===== config.mk =====
export PLATFORM = sky130hd
export DESIGN_NAME = mul_accumulator_flat
export DESIGN_NICKNAME = d
export VERILOG_FILES = /design/src/rtl/mul_accumulator_pkg.sv /design/src/rtl/mul_accumulator_if.sv /design/src/rtl/mul_accumulator_sat_add.sv /design/src/rtl/mul_accumulator.sv /design/src/flat_wrapper.sv
export SDC_FILE = /design/constraint.sdc
export NUM_CORES = 1
export LEC_CHECK = 0
export ABC_AREA = 1
export CORE_MARGIN = 3
export CORE_UTILIZATION = 30
export DETAILED_ROUTE_END_ITERATION = 16
export GPL_ROUTABILITY_DRIVEN = 0
export MAX_ROUTING_LAYER = met4
export PLACE_DENSITY = 0.51
export SETUP_SLACK_MARGIN = 0.2
export SYNTH_ARGS = -nofsm -noshare
export SYNTH_HDL_FRONTEND = slang
export SYNTH_SLANG_ARGS = --single-unit

===== constraint.sdc =====
create_clock -name clk -period 5.3 [get_ports clk]
set_clock_uncertainty 0.1 [all_clocks]
set_input_delay 0.795 -clock clk [delete_from_list [all_inputs] [get_ports clk]]
set_output_delay 0.795 -clock clk [all_outputs]
set_load 0.01 [all_outputs]

===== src/rtl/mul_accumulator_pkg.sv =====
// Shared types and constants for the product accumulator.
// Width helpers and saturation limits live here.
package mul_pkg;

  typedef enum logic [0:0] {
    ACCUM = 1'b0,
    HOLD  = 1'b1
  } state_e;

  function automatic int acc_w(int nb, int guard);
    return 2 * nb + guard;
  endfunction

  // Largest signed value of a w-bit word, w <= 64.
  function automatic logic [63:0] sat_max(int w);
    logic [63:0] r;
    r = '0;
    for (int i = 0; i < w - 1; i++) r[i] = 1'b1;
    return r;
  endfunction

  // Smallest signed value of a w-bit word, w <= 64.
  function automatic logic [63:0] sat_min(int w);
    logic [63:0] r;
    r = '1;
    for (int i = 0; i < w - 1; i++) r[i] = 1'b0;
    return r;
  endfunction

endpackage


===== src/rtl/mul_accumulator_if.sv =====
// Handshake bundle between multiplier side and consumer.
// master drives products/ack, slave is the accumulator.
interface mul_accumulator_if
  import mul_pkg::*;
#(
  parameter int nb        = 8,
  parameter int NUM_TERMS = 4,
  parameter int ACC_GUARD = 4
);

  localparam int PW   = 2 * nb;
  localparam int ACCW = acc_w(nb, ACC_GUARD);
  localparam int TCW  = $clog2(NUM_TERMS + 1);

  logic            clear;
  logic            mul_ready;
  logic [PW-1:0]   mul_product;
  logic [ACCW-1:0] acc_out;
  logic            acc_valid;
  logic            acc_ack;
  logic [TCW-1:0]  term_count;
  logic            busy;
  logic            overflow;
  logic            overrun;

  modport master (
    output clear,
    output mul_ready,
    output mul_product,
    output acc_ack,
    input  acc_out,
    input  acc_valid,
    input  term_count,
    input  busy,
    input  overflow,
    input  overrun
  );

  modport slave (
    input  clear,
    input  mul_ready,
    input  mul_product,
    input  acc_ack,
    output acc_out,
    output acc_valid,
    output term_count,
    output busy,
    output overflow,
    output overrun
  );

endinterface


===== src/rtl/mul_accumulator_sat_add.sv =====
// Signed saturating adder, W bits in and out.
// ovf flags that the result was clamped.
module sat_add
  import mul_pkg::*;
#(
  parameter int W = 20
) (
  input  logic signed [W-1:0] a,
  input  logic signed [W-1:0] b,
  output logic signed [W-1:0] sum,
  output logic                ovf
);

  localparam logic [W-1:0] MAXV = W'(sat_max(W));
  localparam logic [W-1:0] MINV = W'(sat_min(W));

  logic [W:0] full;

  // One extra bit exposes overflow; clamp by direction.
  always_comb begin
    full = {a[W-1], a} + {b[W-1], b};
    ovf  = full[W] ^ full[W-1];
    sum  = full[W-1:0];
    if (ovf) sum = full[W] ? MINV : MAXV;
  end

endmodule


===== src/rtl/mul_accumulator.sv =====
// Sums NUM_TERMS multiplier products with saturation and
// presents each sum on a valid/ack handshake.
module mul_accumulator
  import mul_pkg::*;
#(
  parameter int nb        = 8,
  parameter int NUM_TERMS = 4,
  parameter int ACC_GUARD = 4
) (
  input logic         clk,
  input logic         rst,
  mul_accumulator_if.slave bus
);

  localparam int PW   = 2 * nb;
  localparam int ACCW = acc_w(nb, ACC_GUARD);
  localparam int TCW  = $clog2(NUM_TERMS + 1);

  localparam logic [TCW-1:0] TC_FULL = TCW'(NUM_TERMS);
  localparam logic [TCW-1:0] TC_ONE  = TCW'(1);
  localparam logic [TCW-1:0] TC_TWO  = TCW'(2);

  localparam logic [0:0] ST_ACCUM = ACCUM;
  localparam logic [0:0] ST_HOLD  = HOLD;

  logic [0:0]      state_q, state_d;
  logic [ACCW-1:0] acc_q, acc_d;
  logic [ACCW-1:0] out_q, out_d;
  logic            valid_q, valid_d;
  logic [TCW-1:0]  tc_q, tc_d;
  logic [PW-1:0]   pend_q, pend_d;
  logic            pend_v_q, pend_v_d;
  logic            ovf_q, ovf_d;
  logic            ovr_q, ovr_d;
  logic            prev_q;

  logic                   cap;
  logic signed [PW-1:0]   prod_s;
  logic signed [PW-1:0]   pend_s;
  logic signed [ACCW-1:0] p_ext;
  logic signed [ACCW-1:0] pend_ext;
  logic signed [ACCW-1:0] add_a;
  logic signed [ACCW-1:0] add_sum;
  logic                   add_ovf;
  logic [TCW-1:0]         tc_inc;

  assign cap      = bus.mul_ready & ~prev_q;
  assign prod_s   = bus.mul_product;
  assign pend_s   = pend_q;
  assign p_ext    = ACCW'(prod_s);
  assign pend_ext = ACCW'(pend_s);
  assign tc_inc   = tc_q + TC_ONE;

  // Pending product is the left operand only on a drained ack.
  assign add_a = (state_q == ST_HOLD && pend_v_q)
               ? pend_ext : acc_q;

  sat_add #(.W(ACCW)) u_add (
    .a   (add_a),
    .b   (p_ext),
    .sum (add_sum),
    .ovf (add_ovf)
  );

  // Next-state: accumulate, hold result, absorb one early term.
  always_comb begin
    state_d  = state_q;
    acc_d    = acc_q;
    out_d    = out_q;
    valid_d  = valid_q;
    tc_d     = tc_q;
    pend_d   = pend_q;
    pend_v_d = pend_v_q;
    ovf_d    = ovf_q;
    ovr_d    = ovr_q;
    if (bus.clear) begin
      state_d  = ST_ACCUM;
      acc_d    = '0;
      out_d    = '0;
      valid_d  = 1'b0;
      tc_d     = '0;
      pend_d   = '0;
      pend_v_d = 1'b0;
      ovf_d    = 1'b0;
      ovr_d    = 1'b0;
    end else if (state_q == ST_ACCUM) begin
      if (cap) begin
        acc_d = add_sum;
        ovf_d = ovf_q | add_ovf;
        tc_d  = tc_inc;
        if (tc_inc == TC_FULL) begin
          out_d   = add_sum;
          valid_d = 1'b1;
          state_d = ST_HOLD;
        end
      end
    end else if (bus.acc_ack) begin
      valid_d = 1'b0;
      acc_d   = '0;
      state_d = ST_ACCUM;
      if (!pend_v_q) begin
        if (cap) begin
          acc_d = p_ext;
          tc_d  = TC_ONE;
        end else begin
          tc_d  = '0;
        end
      end else if (!cap) begin
        acc_d    = pend_ext;
        tc_d     = TC_ONE;
        pend_v_d = 1'b0;
      end else begin
        acc_d    = add_sum;
        ovf_d    = ovf_q | add_ovf;
        tc_d     = TC_TWO;
        pend_v_d = 1'b0;
        if (TC_TWO == TC_FULL) begin
          out_d   = add_sum;
          valid_d = 1'b1;
          state_d = ST_HOLD;
        end
      end
    end else if (cap) begin
      if (!pend_v_q) begin
        pend_d   = bus.mul_product;
        pend_v_d = 1'b1;
      end else begin
        ovr_d    = 1'b1;
      end
    end
  end

  // Edge detector history; a high ready at release never captures.
  always_ff @(posedge clk or posedge rst) begin
    if (rst) prev_q <= 1'b1;
    else     prev_q <= bus.mul_ready;
  end

  // State registers.
  always_ff @(posedge clk or posedge rst) begin
    if (rst) begin
      state_q  <= ST_ACCUM;
      acc_q    <= '0;
      out_q    <= '0;
      valid_q  <= 1'b0;
      tc_q     <= '0;
      pend_q   <= '0;
      pend_v_q <= 1'b0;
      ovf_q    <= 1'b0;
      ovr_q    <= 1'b0;
    end else begin
      state_q  <= state_d;
      acc_q    <= acc_d;
      out_q    <= out_d;
      valid_q  <= valid_d;
      tc_q     <= tc_d;
      pend_q   <= pend_d;
      pend_v_q <= pend_v_d;
      ovf_q    <= ovf_d;
      ovr_q    <= ovr_d;
    end
  end

  assign bus.acc_out    = out_q;
  assign bus.acc_valid  = valid_q;
  assign bus.term_count = tc_q;
  assign bus.busy       = (tc_q != '0) | valid_q;
  assign bus.overflow   = ovf_q;
  assign bus.overrun    = ovr_q;

endmodule


===== src/flat_wrapper.sv =====
// flat-port wrapper written by rule: the top's interface ports become plain ports
module mul_accumulator_flat import mul_pkg::*;
#(
  parameter int nb        = 8,
  parameter int NUM_TERMS = 4,
  parameter int ACC_GUARD = 4
)
  (clk, rst, bus_clear, bus_mul_ready, bus_mul_product, bus_acc_ack, bus_acc_out, bus_acc_valid, bus_term_count, bus_busy, bus_overflow, bus_overrun);
  mul_accumulator_if #(.nb(nb), .NUM_TERMS(NUM_TERMS), .ACC_GUARD(ACC_GUARD)) bus_i ();
  input logic clk;
  input logic rst;
  input wire logic [$bits(bus_i.clear)-1:0] bus_clear;
  input wire logic [$bits(bus_i.mul_ready)-1:0] bus_mul_ready;
  input wire logic [$bits(bus_i.mul_product)-1:0] bus_mul_product;
  input wire logic [$bits(bus_i.acc_ack)-1:0] bus_acc_ack;
  output wire logic [$bits(bus_i.acc_out)-1:0] bus_acc_out;
  output wire logic [$bits(bus_i.acc_valid)-1:0] bus_acc_valid;
  output wire logic [$bits(bus_i.term_count)-1:0] bus_term_count;
  output wire logic [$bits(bus_i.busy)-1:0] bus_busy;
  output wire logic [$bits(bus_i.overflow)-1:0] bus_overflow;
  output wire logic [$bits(bus_i.overrun)-1:0] bus_overrun;
  assign bus_i.clear = bus_clear;
  assign bus_i.mul_ready = bus_mul_ready;
  assign bus_i.mul_product = bus_mul_product;
  assign bus_i.acc_ack = bus_acc_ack;
  assign bus_acc_out = bus_i.acc_out;
  assign bus_acc_valid = bus_i.acc_valid;
  assign bus_term_count = bus_i.term_count;
  assign bus_busy = bus_i.busy;
  assign bus_overflow = bus_i.overflow;
  assign bus_overrun = bus_i.overrun;
  mul_accumulator #(.nb(nb), .NUM_TERMS(NUM_TERMS), .ACC_GUARD(ACC_GUARD)) u_core (.clk(clk), .rst(rst), .bus(bus_i));
endmodule

Yosys cells after proc, flatten, opt, wreduce, memory -nomap -nowiden
Cells that the tools add are included.
{"block": "op_classes", "addsub": 2, "mux": 50, "eq_ne": 6, "reduce_logical": 16, "bitwise_logic": 5}
{"operator": "2-to-1 mux 20 bit", "count": 14}
{"operator": "2-to-1 mux 16 bit", "count": 5}
{"operator": "2-to-1 mux 1 bit", "count": 25}
{"operator": "adder 20 x 16 -> 21 bit", "count": 1}
{"operator": "2-to-1 mux 3 bit", "count": 5}
{"operator": "nonzero test 3 bit", "count": 4}
{"operator": "AND reduction 4 bit", "count": 2}
{"operator": "nonzero test 2 bit", "count": 4}
{"operator": "!= test 2 bit (second input constant)", "count": 3}
{"operator": "!= test 3 bit (second input constant)", "count": 2}
{"operator": "AND reduction 2 bit", "count": 3}
{"operator": "AND reduction 3 bit", "count": 2}
{"operator": "adder 3 x 1 -> 3 bit (second input constant)", "count": 1}
{"operator": "== test 3 bit (second input constant)", "count": 1}
{"operator": "2-to-1 mux 2 bit", "count": 1}
{"operator": "OR 1 bit", "count": 2}
{"operator": "bitwise AND 1 bit", "count": 1}
{"operator": "logical AND 1 bit", "count": 1}
{"operator": "inverter 1 bit", "count": 1}
{"operator": "XOR 1 bit", "count": 1}
{"block": "totals", "register_bits": 65, "elab_cells": 89, "inputBits": 21, "output_inout_bits": 27}

Logic depth before layout (Yosys ltp)
Gate-level depths: netlist (run 1).
{"block": "logic_depth", "ltp_word": 10, "ltp_mapped": 26, "mapped_depth_nobuf": 23}

Modules after synthesis
Synthesis (run 1) repeated with hierarchy kept, for this count alone.
{"block": "hier_totals", "hier_cells": 801, "area_unflattened_um2": 5071.1}
{"module": "mul_accumulator", "cells_each": 507, "area_per_inst_um2": 3519.6, "n_inst": 1, "seq_area_each_um2": 1627.8}
{"module": "sat_add", "cells_each": 294, "area_per_inst_um2": 1551.5, "n_inst": 1, "seq_area_each_um2": 0.0}

Least setup slack after synthesis (run 1)
OpenSTA, ideal clock, no wires.
{"block": "synth_timing", "kind": "register to register", "from": "reg u_core.state_q", "to": "reg u_core.acc_q[15]", "t_arrival_ns": 3.053, "required_ns": 5.083, "path_buffers": 3, "path_slack_ns": 2.030, "stages_incl_launch_ff": 23, "synth_period_minus_slack_ns": 3.270, "setup_ns": 0.117, "cell_sequence": "dfrtp_1 > nand2_1 > clkbuf_1 > inv_1 > clkbuf_1 > nor2_1 > nor2_1 > ha_1 > inv_1 > fa_1 > o21ai_1 > nand3b_1 > nand4_1 > nand2_2 > inv_2 > nand3_4 > buf_6 > nand2_2 > nand2_1 > nand2_1 > nand2_1 > nand2_1 > nand2_1"}
{"block": "synth_via", "elab_chain_len": 10, "word_cells_on_any_way": 15, "cone_classes": "add/sub (1); eq/ne (1); mux (9); bitwise (1); reduce/logical (3)"}
{"item": "start, declared", "line": "mul_accumulator.sv:26", "text": "logic [0:0] state_q, state_d;"}
{"item": "start signal, assigned", "line": "mul_accumulator.sv:152", "text": "state_q <= state_d;"}
{"item": "logical AND 1 bit", "line": "mul_accumulator.sv:55", "text": "assign add_a = (state_q == ST_HOLD && pend_v_q)"}
{"item": "2-to-1 mux 20 bit", "line": "mul_accumulator.sv:56", "text": "? pend_ext : acc_q;"}
{"item": "adder 20 x 16 -> 21 bit", "line": "mul_accumulator_sat_add.sv:21", "text": "full = {a[W-1], a} + {b[W-1], b};"}
{"item": "2-to-1 mux 20 bit or XOR 1 bit (tied branches)", "line": "mul_accumulator_sat_add.sv:24, mul_accumulator_sat_add.sv:22"}
{"item": "2-to-1 mux 20 bit", "line": "mul_accumulator_sat_add.sv:24", "text": "if (ovf) sum = full[W] ? MINV : MAXV;"}
{"item": "2-to-1 mux 20 bit", "line": "mul_accumulator.sv:108", "text": "end else if (!cap) begin"}
{"item": "2-to-1 mux 20 bit", "line": "mul_accumulator.sv:101", "text": "if (!pend_v_q) begin"}
{"item": "2-to-1 mux 20 bit", "line": "mul_accumulator.sv:97", "text": "end else if (bus.acc_ack) begin"}
{"item": "2-to-1 mux 20 bit", "line": "mul_accumulator.sv:86", "text": "end else if (state_q == ST_ACCUM) begin"}
{"item": "2-to-1 mux 20 bit", "line": "mul_accumulator.sv:76", "text": "if (bus.clear) begin"}
{"item": "end signal, assigned", "line": "mul_accumulator.sv:143", "text": "acc_q <= '0;"}
{"item": "end signal, assigned", "line": "mul_accumulator.sv:153", "text": "acc_q <= acc_d;"}
{"item": "end, declared", "line": "mul_accumulator.sv:27", "text": "logic [ACCW-1:0] acc_q, acc_d;"}
Several ways; a longest one is shown, not always the timed one. The select of a mux whose other input is x is not followed.
A chain may end at the register's enable or synchronous reset.

Worst setup path in the final report (run 1)
{"block": "layout_timing", "from": "reg u_core.pend_v_q", "to": "reg u_core.acc_q[3]"}
{"block": "layout_via", "elab_chain_len": 10, "word_cells_on_any_way": 12, "cone_classes": "add/sub (1); mux (9); bitwise (1); reduce/logical (1)"}
{"item": "start, declared", "line": "mul_accumulator.sv:32", "text": "logic pend_v_q, pend_v_d;"}
{"item": "start signal, assigned", "line": "mul_accumulator.sv:158", "text": "pend_v_q <= pend_v_d;"}
{"item": "logical AND 1 bit", "line": "mul_accumulator.sv:55"}
{"item": "2-to-1 mux 20 bit", "line": "mul_accumulator.sv:56"}
{"item": "adder 20 x 16 -> 21 bit", "line": "mul_accumulator_sat_add.sv:21"}
{"item": "2-to-1 mux 20 bit or XOR 1 bit (tied branches)", "line": "mul_accumulator_sat_add.sv:24, mul_accumulator_sat_add.sv:22"}
{"item": "2-to-1 mux 20 bit", "line": "mul_accumulator_sat_add.sv:24"}
{"item": "2-to-1 mux 20 bit", "line": "mul_accumulator.sv:108"}
{"item": "2-to-1 mux 20 bit", "line": "mul_accumulator.sv:101"}
{"item": "2-to-1 mux 20 bit", "line": "mul_accumulator.sv:97"}
{"item": "2-to-1 mux 20 bit *", "line": "mul_accumulator.sv:86"}
{"item": "2-to-1 mux 20 bit *", "line": "mul_accumulator.sv:76"}
Every way passes the cells marked *; elsewhere a longest branch is shown, timed or not. The select of a mux whose other input is x is not followed.

==> results_tabular.tex, run 1 <==
\begin{tabular}{lr}
\hline
Metric & Value \\
\hline
\multicolumn{2}{l}{\textbf{Synthesis}} \\
\quad Post-Syn Nets & between 700 and 800 \\
\quad Sequential area share after synthesis & 0.3470 \\
\quad Register bit count reported by yosys & between 60 and 70 \\
\quad Mapped Cells & between 600 and 700 \\
\quad Number of synthesis warnings & 0 \\
\quad Post-Synthesis Cell Area & roughly 4700 µm² \\
\quad Per-instance average area after synthesis & 7.012 µm² \\
\quad Netlist cell types & 38 \\
\multicolumn{2}{l}{\textbf{Cells and area}} \\
\quad Area growth from synthesis to layout & 20.06\% \\
\quad Post-route insts no fill & between 900 and 1k \\
\quad Sequential cell area & 1628 µm² \\
\quad Total inserted antenna cells & 0 \\
\quad Combined area of the multi-input logic cells & around 2600 µm² \\
\quad Leading cell type in the layout, fill and taps excluded & sky130\_fd\_sc\_hd\_\_nand2\_1 \\
\quad Number of nets in the final layout & 757 \\
\quad Ratio of cells with drive above 1 in the final layout & 0.05734 \\
\quad Fill cells & 1626 \\
\quad Final Instance Area & between 5000 and 6000 µm² \\
\quad Most used cells in the layout excluding fill and tap cells & 180 x sky130\_fd\_sc\_hd\_\_nand2\_1, 85 x sky130\_fd\_sc\_hd\_\_inv\_1, 67 x sky130\_fd\_sc\_hd\_\_nor2\_1 \\
\multicolumn{2}{l}{\textbf{Global routing}} \\
\quad Largest net degree at the start of global routing & 66 \\
\quad Antenna violations before repair & 0 \\
\quad Global-route wire length before repair & 24840 µm \\
\quad Overflow left after global routing & 0 \\
\quad Number of global-route vias before repair & approximately 4.6k \\
\quad Tot GR Track Use & 0.1934 \\
\multicolumn{2}{l}{\textbf{Clock tree}} \\
\quad Clock transition at the registers of the reported paths & around 0.06 ns \\
\quad Maximum level of the CTS H-tree & 3 \\
\quad Root buffer cell & sky130\_fd\_sc\_hd\_\_clkbuf\_16 \\
\quad Resize count post-CTS & 0 \\
\quad Number of buffers inserted for hold repair after clock tree synthesis & 0 \\
\quad TritonCTS clock tree & built \\
\quad Clock buffer count from CTS & 9 \\
\quad Post-CTS repair timing setup buffer count & 0 \\
\quad Clock insertion delay at the later pin of the skew report & approximately 0.34 ns \\
\quad Bufs on Longest Clock Path & 2 \\
\quad CTS Sinks & 65 \\
\multicolumn{2}{l}{\textbf{Placed design}} \\
\quad Post-detailed-placement cell area & 5366 µm² \\
\quad Number of placed instances, taps included & 910 \\
\quad PortBufs & 47 \\
\quad Post-detail-place hpwl & between 10000 and 15000 µm \\
\multicolumn{2}{l}{\textbf{STA}} \\
\quad Unrepaired setup endpoints after global routing & no \\
\quad Final Setup Violations & 0 \\
\quad Relative slew slack & 0.3426 \\
\quad Max-slew violations & 0 \\
\quad Shortest clock period the worst path allows after layout & slightly above 4 ns \\
\quad Fin Setup TNS & 0 ns \\
\quad Fraction of the cycle the final worst path needs & 0.7737 \\
\quad Final hold viol count & 0 \\
\quad Fmax achieved & about 0.24 GHz \\
\quad Worst Max-Slew Pin Slew & about 1 ns \\
\multicolumn{2}{l}{\textbf{Status}} \\
\quad Run status & complete, no violations \\
\multicolumn{2}{l}{\textbf{Critical path}} \\
\quad Worst path cell trace & nand2\_1 > buf\_4 > inv\_1 > nand2\_1 > o21ai\_0 > inv\_1 > ha\_1 > nand2\_1 > nor2\_1 > and2\_1 > nand3b\_1 > nand4\_1 > nand2\_2 > inv\_2 > nand3\_4 > nand2\_1 > o31ai\_1 > a22o\_1 \\
\quad Reg-to-Reg End & u\_core.acc\_q[3] \\
\quad Critical-path maximum fanout & 24 \\
\quad Flop-to-flop setup slack & 1.20 ns \\
\quad Crit path max-delay cell type & sky130\_fd\_sc\_hd\_\_inv\_1 \\
\quad Bufs and invs on worst path & 4 \\
\quad CP delay by family, top & simple AND/OR/NAND/NOR gates \\
\quad Origin of the critical flop-to-flop path & u\_core.pend\_v\_q \\
\quad Slowest cell delay on critical path & approximately 0.60 ns \\
\quad Critical path's most frequent cell & sky130\_fd\_sc\_hd\_\_nand2\_1 \\
\quad Critical Path AT & between 4 and 5 ns \\
\quad Startpoint type of the worst setup path & flop \\
\quad Reg2Reg Depth & 18 \\
\quad Worst Path Class, Setup & flop to flop \\
\quad CP required & approximately 5.4 ns \\
\quad Worst Setup End Kind & flop \\
\multicolumn{2}{l}{\textbf{Min path}} \\
\quad End point of the worst hold path & u\_core.acc\_q[16] \\
\quad Cells on Worst Hold Path & 2 \\
\quad Worst hold path class & flop to flop \\
\quad Source of the worst hold timing path & u\_core.acc\_q[16] \\
\multicolumn{2}{l}{\textbf{Floorplanning}} \\
\quad Die Y-Extent & about 130 µm \\
\quad Total core area & around 15000 µm² \\
\quad I/O pin cnt & 48 \\
\quad Die Outline Area & about 17000 µm² \\
\quad Overall die width & 131.0 µm \\
\quad Std cell rows & 45 \\
\quad Initial standard-cell utilization of the core & 0.3074 \\
\multicolumn{2}{l}{\textbf{Power}} \\
\quad Peak supply drop & 0.1621 mV \\
\quad Power per standard cell area & between 400 and 500 nW/µm² \\
\quad Final total power & 2.581 mW \\
\quad Static power due to leakage & 2.792 nW \\
\multicolumn{2}{l}{\textbf{Route}} \\
\quad Drt initial violations & around 420 \\
\quad Via-to-Cell Ratio & approximately 5 \\
\quad Number of iterations in the first detailed-routing pass & 6 \\
\quad Via count of the routed design & between 4k and 5k \\
\quad Aggregate routed wire length & approximately 16000 µm \\
\quad Number of antenna-violating nets in the routed design & 0 \\
\quad Wire length per cell after detailed routing & about 17 µm \\
\quad DRC errors left & 0 \\
\multicolumn{2}{l}{\textbf{Run}} \\
\quad Max-Cap Viols & 0 \\
\hline
\end{tabular}
## report_power, final
group | internal, mW | leakage, nW | switching [mW]
logic | 0.493 | 1.78 | 0.916
registers | 0.576 | 0.879 | 0.0509
clock network | 0.314 | 0.132 | 0.232
## worst min-delay path: stages, from the launching register on
cell and delay (ns):
sky130_fd_sc_hd__dfrtp_1 0.34, sky130_fd_sc_hd__nand2_1 0.05, sky130_fd_sc_hd__nand2_1 0.06
## logic make-up (layout without fill, tap and decap cells)
logic type | count (synthesis) | after routing | share of synthesized area
AO/OA/AOI/OAI | 142 | 142 | 0.1838
XOR/XNOR | 15 | 15 | 0.02801
adder cells (fa/ha/maj) | 26 | 26 | 0.07095
buffers and inverters | 116 | 162 | 0.09816
flip-flops | 65 | 65 | 0.3470
multiplexers | 1 | 1 | 0.002134
AND/OR/NAND/NOR | 304 | 304 | 0.2699
## metal layers
| layer | vias to the layer above | wire length [µm] | global-route usage |
|---|---|---|---|
| met3 | 32 | 899 | 0.03415 |
| li1 | 2293 | - | - |
| met2 | 168 | 7270 | 0.3070 |
| met5 | - | 0 | - |
| met4 | 0 | 473 | 0.06715 |
| met1 | 2208 | 6864 | 0.2486 |
## sequential cells by signal, summed over array words and instances, names as in the netlist
register,cells
u_core.bus.acc_out,20
u_core.bus.acc_valid,1
u_core.acc_q,20
u_core.prev_q,1
u_core.bus.overrun,1
u_core.bus.overflow,1
u_core.pend_v_q,1
u_core.pend_q,16
u_core.state_q,1
u_core.bus.term_count,3
## Yosys cell counts
cell                       number  area [µm²]
sky130_fd_sc_hd__o22ai_1       13       81.33
sky130_fd_sc_hd__nand4_2        1       12.51
sky130_fd_sc_hd__o21ai_0       37       185.2
sky130_fd_sc_hd__buf_2          2       10.01
sky130_fd_sc_hd__nor3_1         5       25.02
sky130_fd_sc_hd__inv_1         86       322.8
sky130_fd_sc_hd__and2_1         1       6.260
sky130_fd_sc_hd__a22oi_1        1       7.510
sky130_fd_sc_hd__nand2_1      180       675.7
sky130_fd_sc_hd__a22o_1         9       78.83
sky130_fd_sc_hd__dfstp_2        1       26.28
sky130_fd_sc_hd__o21ai_2        1       8.760
sky130_fd_sc_hd__xnor2_1        9       78.83
sky130_fd_sc_hd__nand3_4        1       17.52
sky130_fd_sc_hd__a21oi_1       39       195.2
sky130_fd_sc_hd__nand3b_1       3       22.52
sky130_fd_sc_hd__buf_6          3       33.78
sky130_fd_sc_hd__nand2_2        6       37.54
sky130_fd_sc_hd__a21oi_2        1       8.760
sky130_fd_sc_hd__nand3_1       34       170.2
sky130_fd_sc_hd__nand4_1        4       25.02
sky130_fd_sc_hd__ha_1          25       312.8
sky130_fd_sc_hd__a31oi_1        5       31.28
sky130_fd_sc_hd__clkbuf_1      19       71.32
sky130_fd_sc_hd__buf_1          1       3.750
sky130_fd_sc_hd__o31ai_1       13       97.59
sky130_fd_sc_hd__nand2_4        1       11.26
sky130_fd_sc_hd__nor2_1        67       251.5
sky130_fd_sc_hd__fa_1           1       20.02
sky130_fd_sc_hd__o21ai_1        8       40.04
sky130_fd_sc_hd__dfrtp_1       64        1602
sky130_fd_sc_hd__nor2_4         1       11.26
sky130_fd_sc_hd__mux2i_1        1       10.01
sky130_fd_sc_hd__o21bai_1       3       22.52
sky130_fd_sc_hd__clkinv_1       1       3.750
sky130_fd_sc_hd__a221oi_1      12       105.1
sky130_fd_sc_hd__inv_2          4       15.01
sky130_fd_sc_hd__xor2_1         6       52.55
## final cells by class
type / count / area share
Inverter: 91 / 0.06065
Sequential cell: 65 / 0.2890
Timing Repair Buffer: 55 / 0.09420
Tap cell: 211 / 0.04688
Clock buffer: 10 / 0.04066
Clock inverter: 6 / 0.006443
Multi-Input combinational cell: 488 / 0.4621
## per-stage QoR
stage	setup slack, ns	utilization	hold WS [ns]
2_1_floorplan	2.030	-	0.3437
3_3_place_gp	1.255	0.3517	0.3689
3_5_place_dp	1.273	0.3517	0.3721
4_1_cts	1.256	0.3691	0.3875
5_1_grt	0.7835	0.3691	0.3973
6_report	1.199	0.3691	0.3884
## worst max path at each step
stage                     cells after the start                     to  slack [ns]       startpoint
after detailed placement                     18       u_core.acc_q[14]        1.27   u_core.state_q
after floorplan                              22       u_core.acc_q[15]        2.03   u_core.state_q
after global placement                       11  u_core.bus.acc_out[6]        1.25    bus_mul_ready
after CTS                                    18       u_core.acc_q[14]        1.26   u_core.state_q
after global routing                         22       u_core.acc_q[16]        0.78  u_core.pend_v_q
final                                        18        u_core.acc_q[3]        1.20  u_core.pend_v_q
Power figures use the tool's default switching activity.
==> inputs of run 2 (changes only) <==
==> constraint.sdc (replaced) <==
create_clock -name clk -period 3.8 [get_ports clk]
set_clock_uncertainty 0.1 [all_clocks]
set_input_delay 0.57 -clock clk [delete_from_list [all_inputs] [get_ports clk]]
set_output_delay 0.57 -clock clk [all_outputs]
set_load 0.01 [all_outputs]
==> run 2 against run 1 <==
Against the previous run:
- wire length shrank 2.3%
- design area grew 2.5%
- fmax grew 20%
- flip-flop and latch count is the same
- die area is the same
- final cell count grew 0.86%
- critical path type unchanged
- largest cell class unchanged
==> results_tabular.tex, run 2 (same netlist as run 1, synthesis figures left out) <==
\begin{tabular}{lr}
\hline
Metric & Value \\
\hline
\multicolumn{2}{l}{\textbf{Status}} \\
\quad Run status & complete, no violations \\
\multicolumn{2}{l}{\textbf{Clock tree}} \\
\quad CTS Sinks & 65 (unchanged) \\
\quad Root buffer cell & sky130\_fd\_sc\_hd\_\_clkbuf\_16 \\
\quad TritonCTS clock tree & built \\
\quad Clock insertion delay at the later pin of the skew report & 0.33 ns (about the same) \\
\quad Bufs on Longest Clock Path & 2 (unchanged) \\
\quad Number of buffers inserted for hold repair after clock tree synthesis & 0 (unchanged) \\
\quad Clock buffer count from CTS & 9 (unchanged) \\
\quad Clock transition at the registers of the reported paths & 0.06 ns (about the same) \\
\quad Maximum level of the CTS H-tree & 3 (unchanged) \\
\multicolumn{2}{l}{\textbf{STA}} \\
\quad Max-slew violations & 0 (unchanged) \\
\quad Shortest clock period the worst path allows after layout & 3.407 ns (-0.6940 ns) \\
\quad Fin Setup TNS & 0 ns (unchanged) \\
\quad Fmax achieved & 0.2935 GHz (+20\%) \\
\quad Fraction of the cycle the final worst path needs & 0.8965 (+0.1228) \\
\quad Relative slew slack & 0.3720 (+0.02932) \\
\quad Final Setup Violations & 0 (unchanged) \\
\quad Final hold viol count & 0 (unchanged) \\
\quad Unrepaired setup endpoints after global routing & yes \\
\quad Worst Max-Slew Pin Slew & 0.9386 ns (-0.04383 ns) \\
\multicolumn{2}{l}{\textbf{Floorplanning}} \\
\quad Total core area & 15260 µm² (unchanged) \\
\quad Std cell rows & 45 (unchanged) \\
\quad I/O pin cnt & 48 (unchanged) \\
\quad Initial standard-cell utilization of the core & 0.3074 (unchanged) \\
\quad Die Outline Area & 17170 µm² (unchanged) \\
\quad Overall die width & 131.0 µm (unchanged) \\
\quad Die Y-Extent & 131.0 µm (unchanged) \\
\multicolumn{2}{l}{\textbf{Power}} \\
\quad P\_int & 2.073 mW (+50\%) \\
\quad Power per standard cell area & 646.0 nW/µm² (+41\%) \\
\quad Switching power share of the total & 0.4440 (-0.02039) \\
\quad Clock group share of total power & 0.223 (+0.012) \\
\quad Static power due to leakage & 2.847 nW (+2.0\%) \\
\quad Peak supply drop & 0.2472 mV (+52\%) \\
\quad Final total power & 3.728 mW (+44\%) \\
\quad Sequential share of power & 0.235 (-0.008) \\
\quad P\_sw & 1.655 mW (+38\%) \\
\quad Part of the total power dissipated in combinational logic & 0.542 (-0.004) \\
\multicolumn{2}{l}{\textbf{Critical path}} \\
\quad Origin of the critical flop-to-flop path & u\_core.state\_q \\
\quad Startpoint type of the worst setup path & flop \\
\quad Capturing instance or port of the critical path & u\_core.acc\_q[14] \\
\quad Worst Path Class, Setup & flop to flop \\
\quad CP required & 3.92 ns (-1.51 ns) \\
\quad Critical-path maximum fanout & 12 (-50\%) \\
\quad Worst Setup SP & u\_core.state\_q \\
\quad Flop-to-flop setup slack & 0.39 ns (-0.81 ns) \\
\quad Reg-to-Reg End & u\_core.acc\_q[14] \\
\quad Critical Path AT & 3.53 ns (-0.70 ns) \\
\quad Worst Setup End Kind & flop \\
\quad Reg2Reg Depth & 17 (-1) \\
\multicolumn{2}{l}{\textbf{Route}} \\
\quad Number of iterations in the first detailed-routing pass & 5 (-1) \\
\quad DRC errors left & 0 (unchanged) \\
\quad Number of antenna-violating nets in the routed design & 0 (unchanged) \\
\quad Drt initial violations & 388 (-8.1\%) \\
\quad Aggregate routed wire length & 15150 µm (-2.3\%) \\
\quad Via-to-Cell Ratio & 5.000 (-1.5\%) \\
\quad Via count of the routed design & 4670 (-0.66\%) \\
\quad Wire length per cell after detailed routing & 16.22 µm (-3.1\%) \\
\multicolumn{2}{l}{\textbf{Global routing}} \\
\quad Overflow left after global routing & 0 (unchanged) \\
\quad GRT met1 Usage & 0.2389 (-0.009651) \\
\quad Largest net degree at the start of global routing & 66 (unchanged) \\
\quad Met3 track demand over resource in global routing & 0.03496 (+0.0008130) \\
\quad Antenna violations before repair & 0 (unchanged) \\
\quad Met2 Usage GRT & 0.2945 (-0.01254) \\
\quad Tot GR Track Use & 0.1859 (-0.007457) \\
\quad Routing layer with the top usage in global route & met2 \\
\quad Global-route wire length before repair & 23980 µm (-3.4\%) \\
\quad Number of global-route vias before repair & 4640 (+1.7\%) \\
\multicolumn{2}{l}{\textbf{Placed design}} \\
\quad Post-detail-place hpwl & 11450 µm (+0.52\%) \\
\quad Post-detailed-placement cell area & 5411 µm² (+0.84\%) \\
\quad PortBufs & 47 (unchanged) \\
\multicolumn{2}{l}{\textbf{Min path}} \\
\quad Worst hold path class & flop to flop \\
\quad Source of the worst hold timing path & u\_core.acc\_q[16] \\
\multicolumn{2}{l}{\textbf{Run}} \\
\quad Max-Cap Viols & 0 (unchanged) \\
\multicolumn{2}{l}{\textbf{Cells and area}} \\
\quad Total inserted antenna cells & 0 (unchanged) \\
\quad Most used cells in the layout excluding fill and tap cells & 180 x sky130\_fd\_sc\_hd\_\_nand2\_1, 85 x sky130\_fd\_sc\_hd\_\_inv\_1, 64 x sky130\_fd\_sc\_hd\_\_nor2\_1 \\
\quad Final Instance Area & 5772 µm² (+2.5\%) \\
\quad Area growth from synthesis to layout & 23.05\% \\
\quad Ratio of cells with drive above 1 in the final layout & 0.08714 (+0.02979) \\
\quad Number of nets in the final layout & 766 (+1.2\%) \\
\quad Leading cell type in the layout, fill and taps excluded & sky130\_fd\_sc\_hd\_\_nand2\_1 \\
\hline
\end{tabular}
run 2: cell types whose count changed in the layout (fill, tap and decap cells not counted), sizes merged:
cell	change
buf	+9
clkbuf	+4
clkinv	-5
run 2: timing repair:
item,4_1_cts,5_1_grt
resized for setup,0,13
setup buffers,0,3
endpoints found under the setup margin,0,21
run 2: worst min-delay path by stage:
stage,end,slack (ns),cells past startpoint
6_report,u_core.acc_q[16],0.38,2
2_1_floorplan,u_core.acc_q[15],0.34,2
5_1_grt,u_core.acc_q[15],0.41,2
3_5_place_dp,u_core.acc_q[16],0.37,2
3_3_place_gp,u_core.acc_q[12],0.37,2
4_1_cts,u_core.acc_q[16],0.39,2
run 2: power by group through the flow:
stage,Sequential [mW],Clock [mW],Combinational [mW]
finish,0.876,0.831,2.02
CTS,0.874,0.843,1.95
floorplan,0.866,0,1.45
global placement,0.883,0,1.91
global route,0.887,0.877,2.26
detailed placement,0.882,0,1.94
run 2: critical path: stages, from the launching register on:
cell	delay [ns]
sky130_fd_sc_hd__dfrtp_2	0.42
sky130_fd_sc_hd__nand2_1	0.11
sky130_fd_sc_hd__buf_4	0.21
sky130_fd_sc_hd__nor2_1	0.24
sky130_fd_sc_hd__nor2_1	0.09
sky130_fd_sc_hd__ha_1	0.35
sky130_fd_sc_hd__a21oi_1	0.22
sky130_fd_sc_hd__o21ai_1	0.11
sky130_fd_sc_hd__buf_4	0.15
sky130_fd_sc_hd__a21oi_1	0.31
sky130_fd_sc_hd__o21ai_2	0.14
sky130_fd_sc_hd__a21oi_1	0.17
sky130_fd_sc_hd__xor2_1	0.20
sky130_fd_sc_hd__nand2_1	0.11
sky130_fd_sc_hd__nand2_1	0.12
sky130_fd_sc_hd__nand2_1	0.07
sky130_fd_sc_hd__nand3_1	0.10
sky130_fd_sc_hd__nand2_1	0.05
run 2: layer usage:
metal	up-vias	wire length, µm
met5	-	0
met4	0	455
met3	32	788
met2	165	7152
met1	2180	6757
li1	2293	-
run 2: layout make-up:
class	instances	area [µm²]
Sequential cell	65	1630
Fill cell	1627	9487
Tap cell	211	264.0
Inverter	91	341.6
Multi-Input combinational cell	488	2636
Timing Repair Buffer	64	598.1
Clock buffer	14	294.0
Clock inverter	1	7.507
run 2: metrics by stage:
step                hold slack, ns    util  instances  setup WS, ns
finish                      0.3783  0.3783        934        0.3932
global route                0.4118  0.3783        934        0.1610
CTS                         0.3865  0.3744        931        0.3492
floorplan                   0.3437       -        669        0.5304
global placement            0.3663  0.3547        916        0.3203
detailed placement          0.3706  0.3547        916        0.2689
==> inputs of run 3 (changes only) <==
--- a/config.mk
+++ b/config.mk
@@ -9,7 +9,6 @@
 export CORE_MARGIN = 3
 export CORE_UTILIZATION = 30
 export DETAILED_ROUTE_END_ITERATION = 16
-export GPL_ROUTABILITY_DRIVEN = 0
 export MAX_ROUTING_LAYER = met4
 export PLACE_DENSITY = 0.51
 export SETUP_SLACK_MARGIN = 0.2
==> run 3 against run 2 <==
Against the previous run:
- die area is the same
- combinational power about the same
- utilization is 0.098 points lower
- clock power is 6.0% lower
- sequential power decreased by 0.5%
- non-clock buffer count up 3
- fmax is 0.49% lower
- clock-buffer cell count shrank 1
- worst hold slack better by 0.0085 ns
- first-iteration DRC count grew 24%
- highest routed layer unchanged
==> results_tabular.tex, run 3 (same netlist as run 1, synthesis figures left out) <==
\begin{tabular}{lr}
\hline
Metric & Value \\
\hline
\multicolumn{2}{l}{\textbf{Min path}} \\
\quad Source of the worst hold timing path & u\_core.acc\_q[18] \\
\quad Worst hold path class & flop to flop \\
\multicolumn{2}{l}{\textbf{Floorplanning}} \\
\quad Total core area & 15260 µm² (unchanged) \\
\quad Die Y-Extent & 131.0 µm (unchanged) \\
\quad Initial standard-cell utilization of the core & 0.3074 (unchanged) \\
\quad I/O pin cnt & 48 (unchanged) \\
\quad Die Outline Area & 17170 µm² (unchanged) \\
\quad Overall die width & 131.0 µm (unchanged) \\
\quad Std cell rows & 45 (unchanged) \\
\multicolumn{2}{l}{\textbf{Critical path}} \\
\quad Origin of the critical flop-to-flop path & u\_core.state\_q \\
\quad Startpoint type of the worst setup path & flop \\
\quad Worst Setup End Kind & flop \\
\quad Critical Path AT & 3.54 ns (about the same) \\
\quad Worst Path Class, Setup & flop to flop \\
\quad Worst Setup SP & u\_core.state\_q \\
\quad CP required & 3.92 ns (about the same) \\
\quad Critical-path maximum fanout & 14 (+2) \\
\multicolumn{2}{l}{\textbf{Placed design}} \\
\quad PortBufs & 47 (unchanged) \\
\quad Number of placed instances, taps included & 918 (+0.22\%) \\
\quad Placer's final routability congestion estimate & 0.8656 \\
\quad Post-detail-place hpwl & 11840 µm (+3.4\%) \\
\multicolumn{2}{l}{\textbf{STA}} \\
\quad Max-slew violations & 0 (unchanged) \\
\quad Fmax achieved & 0.2921 GHz (-0.49\%) \\
\quad Unrepaired setup endpoints after global routing & yes \\
\quad Relative slew slack & 0.4182 (+0.04619) \\
\quad Fraction of the cycle the final worst path needs & 0.9010 (+0.004427) \\
\quad Shortest clock period the worst path allows after layout & 3.424 ns (+0.01682 ns) \\
\quad Final Setup Violations & 0 (unchanged) \\
\quad Fin Setup TNS & 0 ns (unchanged) \\
\quad Worst Max-Slew Pin Slew & 0.8728 ns (-0.06582 ns) \\
\quad Final hold viol count & 0 (unchanged) \\
\multicolumn{2}{l}{\textbf{Route}} \\
\quad Aggregate routed wire length & 15750 µm (+4.0\%) \\
\quad Drt initial violations & 483 (+24\%) \\
\quad Wire length per cell after detailed routing & 16.80 µm (+3.5\%) \\
\quad Via-to-Cell Ratio & 5.054 (+1.1\%) \\
\quad DRC errors left & 0 (unchanged) \\
\quad Number of iterations in the first detailed-routing pass & 7 (+2) \\
\quad Via count of the routed design & 4741 (+1.5\%) \\
\quad Number of antenna-violating nets in the routed design & 0 (unchanged) \\
\multicolumn{2}{l}{\textbf{Clock tree}} \\
\quad Root buffer cell & sky130\_fd\_sc\_hd\_\_clkbuf\_16 \\
\quad Clock insertion delay at the later pin of the skew report & 0.34 ns (about the same) \\
\quad Bufs on Longest Clock Path & 2 (unchanged) \\
\quad Clock transition at the registers of the reported paths & 0.06 ns (about the same) \\
\quad CTS Sinks & 65 (unchanged) \\
\quad Number of buffers inserted for hold repair after clock tree synthesis & 0 (unchanged) \\
\quad Maximum level of the CTS H-tree & 3 (unchanged) \\
\quad TritonCTS clock tree & built \\
\quad Clock buffer count from CTS & 9 (unchanged) \\
\multicolumn{2}{l}{\textbf{Cells and area}} \\
\quad Area growth from synthesis to layout & 22.73\% \\
\quad Post-route insts no fill & 938 (+0.43\%) \\
\quad Total inserted antenna cells & 0 (unchanged) \\
\quad Ratio of cells with drive above 1 in the final layout & 0.08253 (-0.004606) \\
\quad Leading cell type in the layout, fill and taps excluded & sky130\_fd\_sc\_hd\_\_nand2\_1 \\
\quad Most used cells in the layout excluding fill and tap cells & 180 x sky130\_fd\_sc\_hd\_\_nand2\_1, 85 x sky130\_fd\_sc\_hd\_\_inv\_1, 66 x sky130\_fd\_sc\_hd\_\_nor2\_1 \\
\quad Number of nets in the final layout & 769 (+0.39\%) \\
\multicolumn{2}{l}{\textbf{Global routing}} \\
\quad Antenna violations before repair & 0 (unchanged) \\
\quad Number of global-route vias before repair & 4642 (+0.043\%) \\
\quad Largest net degree at the start of global routing & 66 (unchanged) \\
\quad Global-route wire length before repair & 25140 µm (+4.8\%) \\
\quad Tot GR Track Use & 0.1955 (+0.009590) \\
\quad Overflow left after global routing & 0 (unchanged) \\
\multicolumn{2}{l}{\textbf{Status}} \\
\quad Run status & complete, no violations \\
\multicolumn{2}{l}{\textbf{Power}} \\
\quad Static power due to leakage & 2.850 nW (+0.13\%) \\
\quad Final total power & 3.696 mW (-0.86\%) \\
\quad Power per standard cell area & 642.1 nW/µm² (-0.60\%) \\
\quad Peak supply drop & 0.2632 mV (+6.5\%) \\
\multicolumn{2}{l}{\textbf{Run}} \\
\quad Max-Cap Viols & 0 (unchanged) \\
\hline
\end{tabular}
-- run 3: repair_timing --
action                     CTS  global route
hold endpoints to repair     0             0
setup endpoints to repair    0            27
buffers inserted             0             4
resized for setup            0             8
-- run 3: path summary, 6_finish.rpt --
path                                       endpoint  slack [ns]  depth (start not counted)
max                                 u_core.acc_q[3]        0.38                         17
min                                u_core.acc_q[18]        0.39                          2
max reg2reg                         u_core.acc_q[3]        0.38                         17
min reg2reg                        u_core.acc_q[18]        0.39                          2
max in group asynchronous            u_core.state_q        2.28                          3
min in group asynchronous  u_core.bus.term_count[0]        0.72                          3
-- run 3: area by class of cell --
cell class	count	area, µm²
flip-flops and latches	65	1629
clock buffers	13	260.3
multi-input cells	488	2624
well taps	211	264.0
clock inverters	3	17.52
inverters	91	341.6
fillers	1587	9502
repair buffers	67	620.6
-- run 3: worst max-delay path, cell delays in order, from the launching register on --
cell and delay (ns):
sky130_fd_sc_hd__dfrtp_2 0.44, sky130_fd_sc_hd__nand2_1 0.14, sky130_fd_sc_hd__buf_4 0.24, sky130_fd_sc_hd__nor2_1 0.09
sky130_fd_sc_hd__nor2_1 0.11, sky130_fd_sc_hd__ha_1 0.21, sky130_fd_sc_hd__inv_1 0.09, sky130_fd_sc_hd__fa_1 0.43
sky130_fd_sc_hd__o21ai_1 0.20, sky130_fd_sc_hd__nand3b_1 0.13, sky130_fd_sc_hd__nand4_1 0.13, sky130_fd_sc_hd__nand2_2 0.10
sky130_fd_sc_hd__inv_2 0.10, sky130_fd_sc_hd__nand3_4 0.18, sky130_fd_sc_hd__buf_4 0.23, sky130_fd_sc_hd__nand2_1 0.10
sky130_fd_sc_hd__o31ai_1 0.09, sky130_fd_sc_hd__a22o_1 0.19
-- run 3: where the power goes --
| group | switching (mW) | internal (mW) | total [mW] |
|---|---|---|---|
| clock | 0.306 | 0.475 | 0.781 |
| sequential | 0.0682 | 0.804 | 0.872 |
| combinational | 1.29 | 0.750 | 2.04 |
-- run 3: stage by stage --
| step | utilization | area [µm²] | worst slack (ns) | hold WS [ns] |
|---|---|---|---|---|
| after floorplan | - | 4691 | 0.5304 | 0.3437 |
| after global placement | 0.3556 | 5426 | 0.2648 | 0.3645 |
| after detailed placement | 0.3556 | 5426 | 0.2394 | 0.3713 |
| after CTS | 0.3738 | 5704 | 0.3067 | 0.3857 |
| after global routing | 0.3773 | 5757 | 0.1449 | 0.4128 |
| final | 0.3773 | 5757 | 0.3764 | 0.3868 |
-- run 3: layer usage --
metal / GRT usage / routed length, µm / up-vias
met3: 0.03252 / 784 / 29
met4: 0.04961 / 334 / 0
met5: - / 0 / -
li1: - / - / 2307
met1: 0.2586 / 7131 / 2246
met2: 0.3121 / 7503 / 159
